--- config.mk ---
export PLATFORM = sky130hd
export DESIGN_NAME = rom_loader_arb
export DESIGN_NICKNAME = d
export VERILOG_FILES = /design/src/rtl/rom_loader_arb_pkg.sv /design/src/rtl/rom_loader_arb_byte_packer.sv /design/src/rtl/rom_loader_arb.sv
export SDC_FILE = /design/constraint.sdc
export NUM_CORES = 1
export LEC_CHECK = 0
export ABC_AREA = 1
export CAP_MARGIN = 20
export CORE_ASPECT_RATIO = 0.6
export CORE_MARGIN = 8
export CORE_UTILIZATION = 24
export DETAILED_ROUTE_END_ITERATION = 8
export GPL_TIMING_DRIVEN = 0
export HOLD_SLACK_MARGIN = 0.05
export PLACE_DENSITY = 0.4
export SETUP_SLACK_MARGIN = 0.15
export SLEW_MARGIN = 40
export SYNTH_ARGS = -nofsm -noshare
export SYNTH_HDL_FRONTEND = slang
export SYNTH_SLANG_ARGS = --single-unit
--- constraint.sdc ---
create_clock -name clk -period 4.9 [get_ports clk]
set_clock_uncertainty 0.15 [all_clocks]
set_input_delay 0.49 -clock clk [delete_from_list [all_inputs] [get_ports clk]]
set_output_delay 0.49 -clock clk [all_outputs]
set_load 0.02 [all_outputs]
--- src/rtl/rom_loader_arb_pkg.sv ---
// Shared types and framing constants for the boot-time ROM loader.
package lib_loader;

   typedef enum logic [2:0] {
      IDLE,
      LEN_LO,
      LEN_HI,
      DATA,
      CSUM,
      DONE,
      RUN,
      ERR
   } loader_state_t;

   localparam logic [7:0] LOAD_MAGIC = 8'hA5;
   localparam logic [7:0] SKIP_MAGIC = 8'h5A;

endpackage : lib_loader

--- src/rtl/rom_loader_arb_byte_packer.sv ---
// Packs a little-endian byte stream into 32-bit words; word_valid pulses the
// cycle after the fourth byte, while word still holds the completed value.
module byte_packer (
   input  logic        clk,
   input  logic        reset,
   input  logic        clear,
   input  logic        byte_valid,
   input  logic [7:0]  byte_in,
   output logic [31:0] word,
   output logic        word_valid
);

   logic [1:0] idx;

   always_ff @(posedge clk or posedge reset) begin
      if (reset) begin
         idx        <= 2'd0;
         word       <= 32'd0;
         word_valid <= 1'b0;
      end else if (clear) begin
         idx        <= 2'd0;
         word       <= 32'd0;
         word_valid <= 1'b0;
      end else begin
         word_valid <= byte_valid && (idx == 2'd3);
         if (byte_valid) begin
            // Shift right so the first byte ends up in bits [7:0].
            word <= {byte_in, word[31:8]};
            idx  <= idx + 2'd1;
         end
      end
   end

endmodule : byte_packer

--- src/rtl/rom_loader_arb.sv ---
// Boot loader / ROM port arbiter: loads a UART-framed program into the
// instruction ROM, then releases the CPU. Optional checksum: LOADER_CHECKSUM_EN.
module rom_loader_arb
   import lib_loader::*;
#(
   parameter int unsigned ADDR_W      = 11,
   parameter int unsigned TIMEOUT_CYC = 1000000
) (
   input  logic              clk,
   input  logic              reset,
   input  logic              rx_valid,
   input  logic [7:0]        rx_byte,
   input  logic [ADDR_W-1:0] cpu_rom_addr,
   output logic [31:0]       cpu_rom_data,
   output logic              cpu_reset,
   output logic [ADDR_W-1:0] rom_addr,
   input  logic [31:0]       rom_rdata,
   output logic              rom_we,
   output logic [31:0]       rom_wdata,
   output logic              loading,
   output logic              load_done,
   output logic              err
);

   localparam int unsigned CNT_W     = 17;
   localparam int unsigned TMO_W     = $clog2(TIMEOUT_CYC + 1);
   localparam int unsigned ROM_WORDS = 2 ** ADDR_W;

   loader_state_t    state, state_nxt;
   logic [7:0]       len_lo;
   logic [15:0]      n_words;
   logic [CNT_W-1:0] wr_cnt;
   logic [TMO_W-1:0] tmo_cnt;

   logic        cpu_reset_nxt, loading_nxt, load_done_nxt, err_nxt;
   logic        frame_start_c, abort_c, in_frame_c, tmo_hit_c, last_word_c, data_byte_c;
   logic [15:0] len_c;
   logic [31:0] pk_word;
   logic        pk_valid;

`ifdef LOADER_CHECKSUM_EN
   logic [7:0] csum;
`endif

   assign len_c       = {rx_byte, len_lo};
   assign data_byte_c = rx_valid && (state == DATA);
   assign tmo_hit_c   = (tmo_cnt == TMO_W'(TIMEOUT_CYC));
   assign last_word_c = pk_valid && ((wr_cnt + CNT_W'(1)) == CNT_W'(n_words));
`ifdef LOADER_CHECKSUM_EN
   assign in_frame_c  = (state inside {LEN_LO, LEN_HI, DATA, CSUM});
`else
   assign in_frame_c  = (state inside {LEN_LO, LEN_HI, DATA});
`endif

   byte_packer u_packer (
      .clk        (clk),
      .reset      (reset),
      .clear      (frame_start_c || abort_c),
      .byte_valid (data_byte_c),
      .byte_in    (rx_byte),
      .word       (pk_word),
      .word_valid (pk_valid)
   );

   // Next-state and registered-output decode.
   always_comb begin
      state_nxt     = state;
      frame_start_c = 1'b0;
      abort_c       = 1'b0;
      unique case (state)
         IDLE: begin
            if (rx_valid && (rx_byte == LOAD_MAGIC)) begin
               state_nxt     = LEN_LO;
               frame_start_c = 1'b1;
            end else if (rx_valid && (rx_byte == SKIP_MAGIC)) begin
               state_nxt = DONE;
            end
         end
         LEN_LO: if (rx_valid) state_nxt = LEN_HI;
         LEN_HI: begin
            if (rx_valid) begin
               if (len_c == 16'd0)                  state_nxt = DONE;
               else if (32'(len_c) > ROM_WORDS)     state_nxt = ERR;
               else                                 state_nxt = DATA;
            end
         end
         DATA: begin
`ifdef LOADER_CHECKSUM_EN
            if (last_word_c) state_nxt = CSUM;
`else
            if (last_word_c) state_nxt = DONE;
`endif
         end
         CSUM: begin
`ifdef LOADER_CHECKSUM_EN
            if (rx_valid) state_nxt = (rx_byte == csum) ? DONE : ERR;
`else
            state_nxt = IDLE;
`endif
         end
         DONE: state_nxt = RUN;
         RUN:  state_nxt = RUN;
         ERR: begin
            if (rx_valid && (rx_byte == LOAD_MAGIC)) begin
               state_nxt     = LEN_LO;
               frame_start_c = 1'b1;
            end
         end
         default: state_nxt = IDLE;
      endcase

      // An arriving byte always beats an expiring timeout.
      if (in_frame_c && tmo_hit_c && !rx_valid) begin
         state_nxt = IDLE;
         abort_c   = 1'b1;
      end

      cpu_reset_nxt = !(state_nxt inside {DONE, RUN});
      loading_nxt   = (state_nxt inside {LEN_LO, LEN_HI, DATA});
      load_done_nxt = (state_nxt == DONE);
      err_nxt       = (state_nxt == ERR);
   end

   always_ff @(posedge clk or posedge reset) begin
      if (reset) begin
         state     <= IDLE;
         cpu_reset <= 1'b1;
         loading   <= 1'b0;
         load_done <= 1'b0;
         err       <= 1'b0;
      end else begin
         state     <= state_nxt;
         cpu_reset <= cpu_reset_nxt;
         loading   <= loading_nxt;
         load_done <= load_done_nxt;
         err       <= err_nxt;
      end
   end

   // Frame length capture and write pointer.
   always_ff @(posedge clk or posedge reset) begin
      if (reset) begin
         len_lo  <= 8'd0;
         n_words <= 16'd0;
         wr_cnt  <= '0;
      end else begin
         if (rx_valid && (state == LEN_LO)) len_lo  <= rx_byte;
         if (rx_valid && (state == LEN_HI)) n_words <= len_c;
         if (frame_start_c || abort_c)      wr_cnt  <= '0;
         else if (pk_valid)                 wr_cnt  <= wr_cnt + CNT_W'(1);
      end
   end

   // Inter-byte idle counter; saturates at the limit.
   always_ff @(posedge clk or posedge reset) begin
      if (reset)                                tmo_cnt <= '0;
      else if (rx_valid || (state_nxt != state)) tmo_cnt <= '0;
      else if (!tmo_hit_c)                       tmo_cnt <= tmo_cnt + TMO_W'(1);
   end

`ifdef LOADER_CHECKSUM_EN
   always_ff @(posedge clk or posedge reset) begin
      if (reset)              csum <= 8'd0;
      else if (frame_start_c) csum <= 8'd0;
      else if (data_byte_c)   csum <= csum ^ rx_byte;
   end
`endif

   assign rom_we       = pk_valid;
   assign rom_wdata    = pk_word;
   assign rom_addr     = (state == RUN) ? cpu_rom_addr : wr_cnt[ADDR_W-1:0];
   assign cpu_rom_data = (state == RUN) ? rom_rdata : 32'd0;

endmodule : rom_loader_arb

==> results of run 1 <==
[state kept, by name, summed over array words and instances, names as in the netlist]
register and flops:
u_packer.word 32, tmo_cnt 20, wr_cnt 17, n_words 16
len_lo 8, state 3, u_packer.idx 2, cpu_reset 1
err 1, load_done 1, loading 1, u_packer.word_valid 1
[layer usage]
layer  wire (um)  track usage  part of all wire
met1       10320       0.1988              0.56
met2        6864       0.1543              0.37
met3        1253      0.04111             0.067
met4         150      0.02320            0.0081
met5           0            0                 0
[final timing paths]
check | from | to | depth (start not counted)
max | state[1]$_DFF_PP0_ | rom_addr[5] | 5
min | reset | u_packer.word[28]$_DFFE_PP0P_ | 2
max reg2reg | wr_cnt[0]$_DFFE_PP0P_ | tmo_cnt[3]$_DFFE_PP0P_ | 19
min reg2reg | len_lo[4]$_DFFE_PP0P_ | len_lo[4]$_DFFE_PP0P_ | 2
max in group asynchronous | reset | wr_cnt[7]$_DFFE_PP0P_ | 3
min in group clk | len_lo[4]$_DFFE_PP0P_ | len_lo[4]$_DFFE_PP0P_ | 2
[area by class of cell]
| class | count | area (um2) | share of cell area |
|---|---|---|---|
| clock inverters | 7 | 101.3 | 0.01287 |
| inverters | 135 | 514.2 | 0.06531 |
| well taps | 322 | 402.9 | 0.05117 |
| clock buffers | 9 | 225.2 | 0.02860 |
| repair buffers | 133 | 1349 | 0.1713 |
| flip-flops and latches | 103 | 2579 | 0.3275 |
| multi-input cells | 498 | 2572 | 0.3267 |
| plain buffers | 25 | 130.1 | 0.01653 |
[power groups by stage]
stage / combinational, mW / clock, mW / sequential (mW)
after floorplan: 1.32 / 0 / 1.50
after global placement: 2.40 / 0 / 1.40
after detailed placement: 2.39 / 0 / 1.39
after CTS: 2.40 / 0.834 / 1.38
after global routing: 2.63 / 0.859 / 1.42
final: 2.37 / 0.799 / 1.38
[synthesized netlist by cell type (2+ instances only)]
library cell / count
o21ai_0: 46
nor3_2: 22
nor3_1: 10
clkbuf_1: 16
xnor2_1: 2
nand3b_1: 4
nand2_2: 5
ha_1: 4
o21ai_1: 3
nor2_1: 84
buf_6: 4
inv_2: 3
dfrtp_1: 102
o22ai_1: 24
nand2_1: 144
or2_2: 2
o21bai_1: 2
a21oi_1: 31
buf_2: 5
a31oi_1: 2
nand4_1: 14
inv_1: 131
nor2_2: 8
mux2_2: 2
xor2_1: 16
nor4_1: 8
nand3_1: 58
[kinds of logic (layout without fill, tap and decap cells)]
family	after synthesis	after routing
flops	103	103
fa+ha+maj	4	4
simple gates	362	362
xor+xnor	19	19
compound gates	111	111
mux	2	2
buf+inv	160	309
==> impl_metrics.json, run 1 <==
{
  "status": "completed",
  "ctsRootBufferMaster": "clkbuf_16",
  "rsz0062_at_grt": "no",
  "p_leak_nw": 3.580,
  "die_h_um": 136.3,
  "num_rows": 44,
  "synth_ff_type": "dfrtp_1",
  "insertion_delay_ps": 370,
  "htreeDepth": 3,
  "synth-async-reset-ratio": 1.000,
  "cts-resized-gates": 0,
  "grt_pass1_vias": 4925,
  "die_area_mm2": 0.02949,
  "hold_class": "input port to async pin",
  "synth_top_area_cell": "dfrtp_1",
  "grt-ovfl-total": 0,
  "cts_buffers": 9,
  "worst_pin_slew_ps": 650.1,
  "drive_gt1_frac": 0.08132,
  "peakVddDrop_mv": 0.2801,
  "place_ws_ps": 1797,
  "ys_seq_area_frac": 0.4458,
  "initial_core_util": 0.2415,
  "antenna_found_initial": 0,
  "layout_worst_path_cycle_share": 0.6596,
  "hold_violations": 0,
  "area_growth_pct": 36.12,
  "setup_viol": 0,
  "drc": 0,
  "r2r_slack_ps": 2000,
  "synth-seq-cells": 103,
  "numPlacedInstances": 1216,
  "critPathMaxStageDelay_ps": 630,
  "p_total_mw": 4.547,
  "synth_edf_count": 0,
  "switching_share": 0.4553,
  "final_cell_mix": "nand2_1 (144), clkdlybuf4s50_1 (132), inv_1 (130), dfrtp_1 (102), nor2_1 (84)",
  "setup_tns_ps": 0,
  "critical_path.top_delay_family": "buffers and inverters",
  "holdBufCountCts": 0,
  "fmax_mhz": 309.4,
  "synth_simple_gate_area_frac": 0.2948,
  "routed-via-count": 5289,
  "power.switching_mw": 2.070,
  "ant_nets": 0,
  "synth_warnings": 0,
  "dpl_cell_area_mm2": 0.007547,
  "drt-total-wl_um": 18590,
  "antenna_cells": 0,
  "comb_power_share": 0.521,
  "synthXorXnorAreaFrac": 0.03115,
  "synth_mux_area_frac": 0.003894,
  "grt_max_degree": 75,
  "cp-start-kind": "register",
  "grt_first_pass_wirelength_um": 29170,
  "utilization": 0.3288,
  "syn_area_mm2": 0.005784,
  "crit_slowest_cell": "clkdlybuf4s50_1",
  "ioPinCount": 134,
  "synthesis.nets": 819,
  "viasPerCell": 4.293,
  "ys_types": 36,
  "place_hpwl_um": 14210,
  "drt_iter0_drc": 419,
  "required_ps": 4260,
  "seq_power_share": 0.303,
  "mostFrequentLayoutCell": "nand2_1",
  "postSynthCellCount": 761,
  "drt-pass1-iter-count": 5,
  "gp_congestion": 0.7945,
  "cts_tree": "yes",
  "drv_slew": 0,
  "netlist.area_leader.share": 0.4413,
  "crit_buf_inv": 3,
  "cts.path.max_buffers": 2,
  "cpMostUsedCell": "clkbuf_1",
  "synth_top_family_by_area": "simple AND/OR/NAND/NOR gates",
  "holdWs_ps": 323.8,
  "critPathKind": "register to primary output",
  "final_area_mm2": 0.007874,
  "path_cells": "clkbuf_1 > nand3_1 > clkbuf_1 > a21oi_1 > clkdlybuf4s50_1",
  "ys_top_cells_by_area": "dfrtp_1 (44%), nand2_1 (9.3%), inv_1 (8.5%)",
  "internal-power_mw": 2.477,
  "p_per_area_mw_per_mm2": 577.5,
  "grt.total_usage": 0.1247,
  "slew_headroom": 0.5666,
  "syn_avg_cell_area_um2": 7.601,
  "layout_min_cycle_time_ps": 3232,
  "crit_fanout": 10,
  "synthAdderAreaFrac": 0.008652,
  "port-buffer-count": 132,
  "nFillCells": 2532,
  "cts_setup_buffers": 0,
  "fin_cells": 1232,
  "clkPwrFrac": 0.176,
  "cp-end-kind": "primary output",
  "dieWidth_um": 216.4,
  "cp.arrival_ps": 2590,
  "max_cap_violations": 0,
  "timing.final.ws_setup_ps": 1668,
  "core_mm2": 0.02395,
  "cts_sinks": 103,
  "final_nets": 963,
  "post_drt_wl_per_cell_um": 15.09,
  "synth_compound_area_frac": 0.1056,
  "clk_pin_slew_ps": 80
}
No activity file was read; power rests on OpenSTA's default activity.
==> inputs of run 2 (changes only) <==
Clock period 4.9 ns to 3 ns, I/O delays scaled along.
==> run 2 against run 1 <==
  * Count of clock-buffer cells in the layout rose by 1
  * Core utilization rose by 0.91 points
  * Clock power rose by 61%
  * Register-to-register slack got worse by 1700 ps
  * Sequential share of layout area fell by 0.84 points
  * Critical path depth rose by 12
  * First-iteration DRC count fell by 25%
  * Combinational power rose by 68%
  * Worst hold slack got worse by 220 ps
==> impl_metrics.json, run 2 (synthesized netlist as in run 1, its figures left out) <==
{
  "setup_viol": 0,
  "grt-ovfl-total": 0,
  "port-buffer-count": 132,
  "routed-via-count": 5265,
  "area_growth_pct": 39.91,
  "grt_first_pass_wirelength_um": 29660,
  "dpl_cell_area_mm2": 0.007674,
  "p_leak_nw": 3.657,
  "worst-path-stages": 17,
  "ctsRootBufferMaster": "clkbuf_16",
  "fmax_mhz": 375.2,
  "cts_sinks": 103,
  "final_area_mm2": 0.008093,
  "cp.arrival_ps": 2760,
  "slew_headroom": 0.5793,
  "dieWidth_um": 216.4,
  "setup_tns_ps": 0,
  "final_cell_mix": "nand2_1 (141), clkdlybuf4s50_1 (132), inv_1 (130), dfrtp_1 (99), nor2_1 (83)",
  "die_area_mm2": 0.02949,
  "path_cells": "ha_4 > nand3_1 > nor2_4 > nand2_1 > nand2_1 > nor2_1 > a21oi_1 > nand3_1 > nor2_4 > nand2_1 > nand2_1 > nand2_1 > nand2_1 > nand2_1 > nand2_1 > buf_6 > nor3_2",
  "drv_slew": 0,
  "holdWs_ps": 108.7,
  "timing.final.ws_setup_ps": 334.9,
  "ant_nets": 0,
  "final_nets": 970,
  "htreeDepth": 3,
  "grt_max_degree": 23,
  "mostFrequentLayoutCell": "nand2_1",
  "holdBufCountCts": 0,
  "cp-start-kind": "register",
  "drc": 0,
  "hold_violations": 0,
  "grt_pass1_vias": 5151,
  "antenna_cells": 0,
  "place_hpwl_um": 14680,
  "initial_core_util": 0.2415,
  "rsz0062_at_grt": "yes",
  "cts.path.max_buffers": 2,
  "clk_pin_slew_ps": 70,
  "cts_tree": "yes",
  "insertion_delay_ps": 360,
  "p_per_area_mw_per_mm2": 930.8,
  "r2r_slack_ps": 330,
  "antenna_found_initial": 0,
  "cpMostUsedCell": "nand2_1",
  "post_drt_wl_per_cell_um": 15.30,
  "core_mm2": 0.02395,
  "largestRegisters": "u_packer.word x32, tmo_cnt x20, wr_cnt x17",
  "worstRegToRegCells": 17,
  "reg2reg_to": "tmo_cnt[4]$_DFFE_PP0P_",
  "status": "completed",
  "viasPerCell": 4.249,
  "peakVddDrop_mv": 0.4800,
  "gp_congestion": 0.8013,
  "layout_worst_path_cycle_share": 0.8884,
  "reg2reg_from": "wr_cnt[1]$_DFFE_PP0P_",
  "drt-pass1-iter-count": 5,
  "cts_buffers": 9,
  "critPathKind": "register to register",
  "crit_end": "tmo_cnt[4]$_DFFE_PP0P_",
  "crit_buf_inv": 1,
  "drt-total-wl_um": 18960,
  "place_ws_ps": 23.78,
  "max_cap_violations": 0,
  "drt_iter0_drc": 316,
  "die_h_um": 136.3,
  "worst_pin_slew_ps": 631.0,
  "required_ps": 3090,
  "layout_min_cycle_time_ps": 2665,
  "critical_path.top_delay_family": "simple AND/OR/NAND/NOR gates",
  "cp-end-kind": "register",
  "crit_slowest_cell": "dfrtp_2",
  "crit_fanout": 10,
  "hold_class": "input port to async pin",
  "cp-startpoint": "wr_cnt[1]$_DFFE_PP0P_",
  "grt.total_usage": 0.1275,
  "drive_gt1_frac": 0.1025,
  "top_register": "u_packer.word",
  "critPathMaxStageDelay_ps": 430,
  "largest_register_ffs": 32,
  "ioPinCount": 134,
  "p_total_mw": 7.533,
  "num_rows": 44
}
==> run 2: power by group <==
group	internal (mW)	total (mW)	leakage (nW)	switching (mW)
registers	1.87	2.26	1.30	0.392
clock network	0.692	1.29	0.160	0.600
logic	1.57	3.98	2.19	2.41
total	4.14	7.53	3.66	3.40
==> run 2: timing repair <==
item | in CTS | in global routing
resized for setup | 6 | 17
buffers inserted | 0 | 2
pin swaps | 1 | 1
endpoints found under the setup margin | 63 | 81
==> run 2: routing by layer <==
| layer | routed length (um) | share of wire | vias up | track usage |
|---|---|---|---|---|
| li1 | - | - | 2753 | - |
| met1 | 10710 | 0.57 | 2372 | 0.2005 |
| met2 | 7095 | 0.37 | 129 | 0.1634 |
| met3 | 1003 | 0.053 | 11 | 0.03844 |
| met4 | 142 | 0.0075 | 0 | 0.02470 |
| met5 | 0 | 0 | - | 0 |
==> run 2: per-stage QoR <==
stage	util	instances
3_3_place_gp	0.3137	1215
5_1_grt	0.3379	1239
4_1_cts	0.3350	1237
2_1_floorplan	-	761
6_report	0.3379	1239
3_5_place_dp	0.3204	1221
==> run 2: area by class of cell <==
class	instances	area [um2]
clock inverters	6	82.58
multi-input cells	498	2645
fillers	2566	15860
well taps	322	402.9
flip-flops and latches	103	2582
repair buffers	140	1494
inverters	135	510.5
clock buffers	10	239.0
plain buffers	25	136.4
==> run 2: worst min-delay path by stage <==
stage	endpoint	depth (start not counted)
finish	wr_cnt[9]$_DFFE_PP0P_	2
global route	wr_cnt[9]$_DFFE_PP0P_	2
CTS	wr_cnt[10]$_DFFE_PP0P_	2
detailed placement	len_lo[0]$_DFFE_PP0P_	2
global placement	len_lo[5]$_DFFE_PP0P_	2
floorplan	len_lo[0]$_DFFE_PP0P_	2
==> run 2: worst reg2reg max path: stages (launching register included) <==
cell and delay (ps):
dfrtp_2 430, ha_4 190, nand3_1 160, nor2_4 170, nand2_1 80, nand2_1 120, nor2_1 50, a21oi_1 130
nand3_1 150, nor2_4 190, nand2_1 70, nand2_1 60, nand2_1 80, nand2_1 120, nand2_1 60, nand2_1 110
buf_6 190, nor3_2 60
==> inputs of run 3 (changes only) <==
Settings changed: GPL_ROUTABILITY_DRIVEN from default to 0.
==> results of run 3 <==
The final DEF is identical to that of run 2; final timing and power are the same.
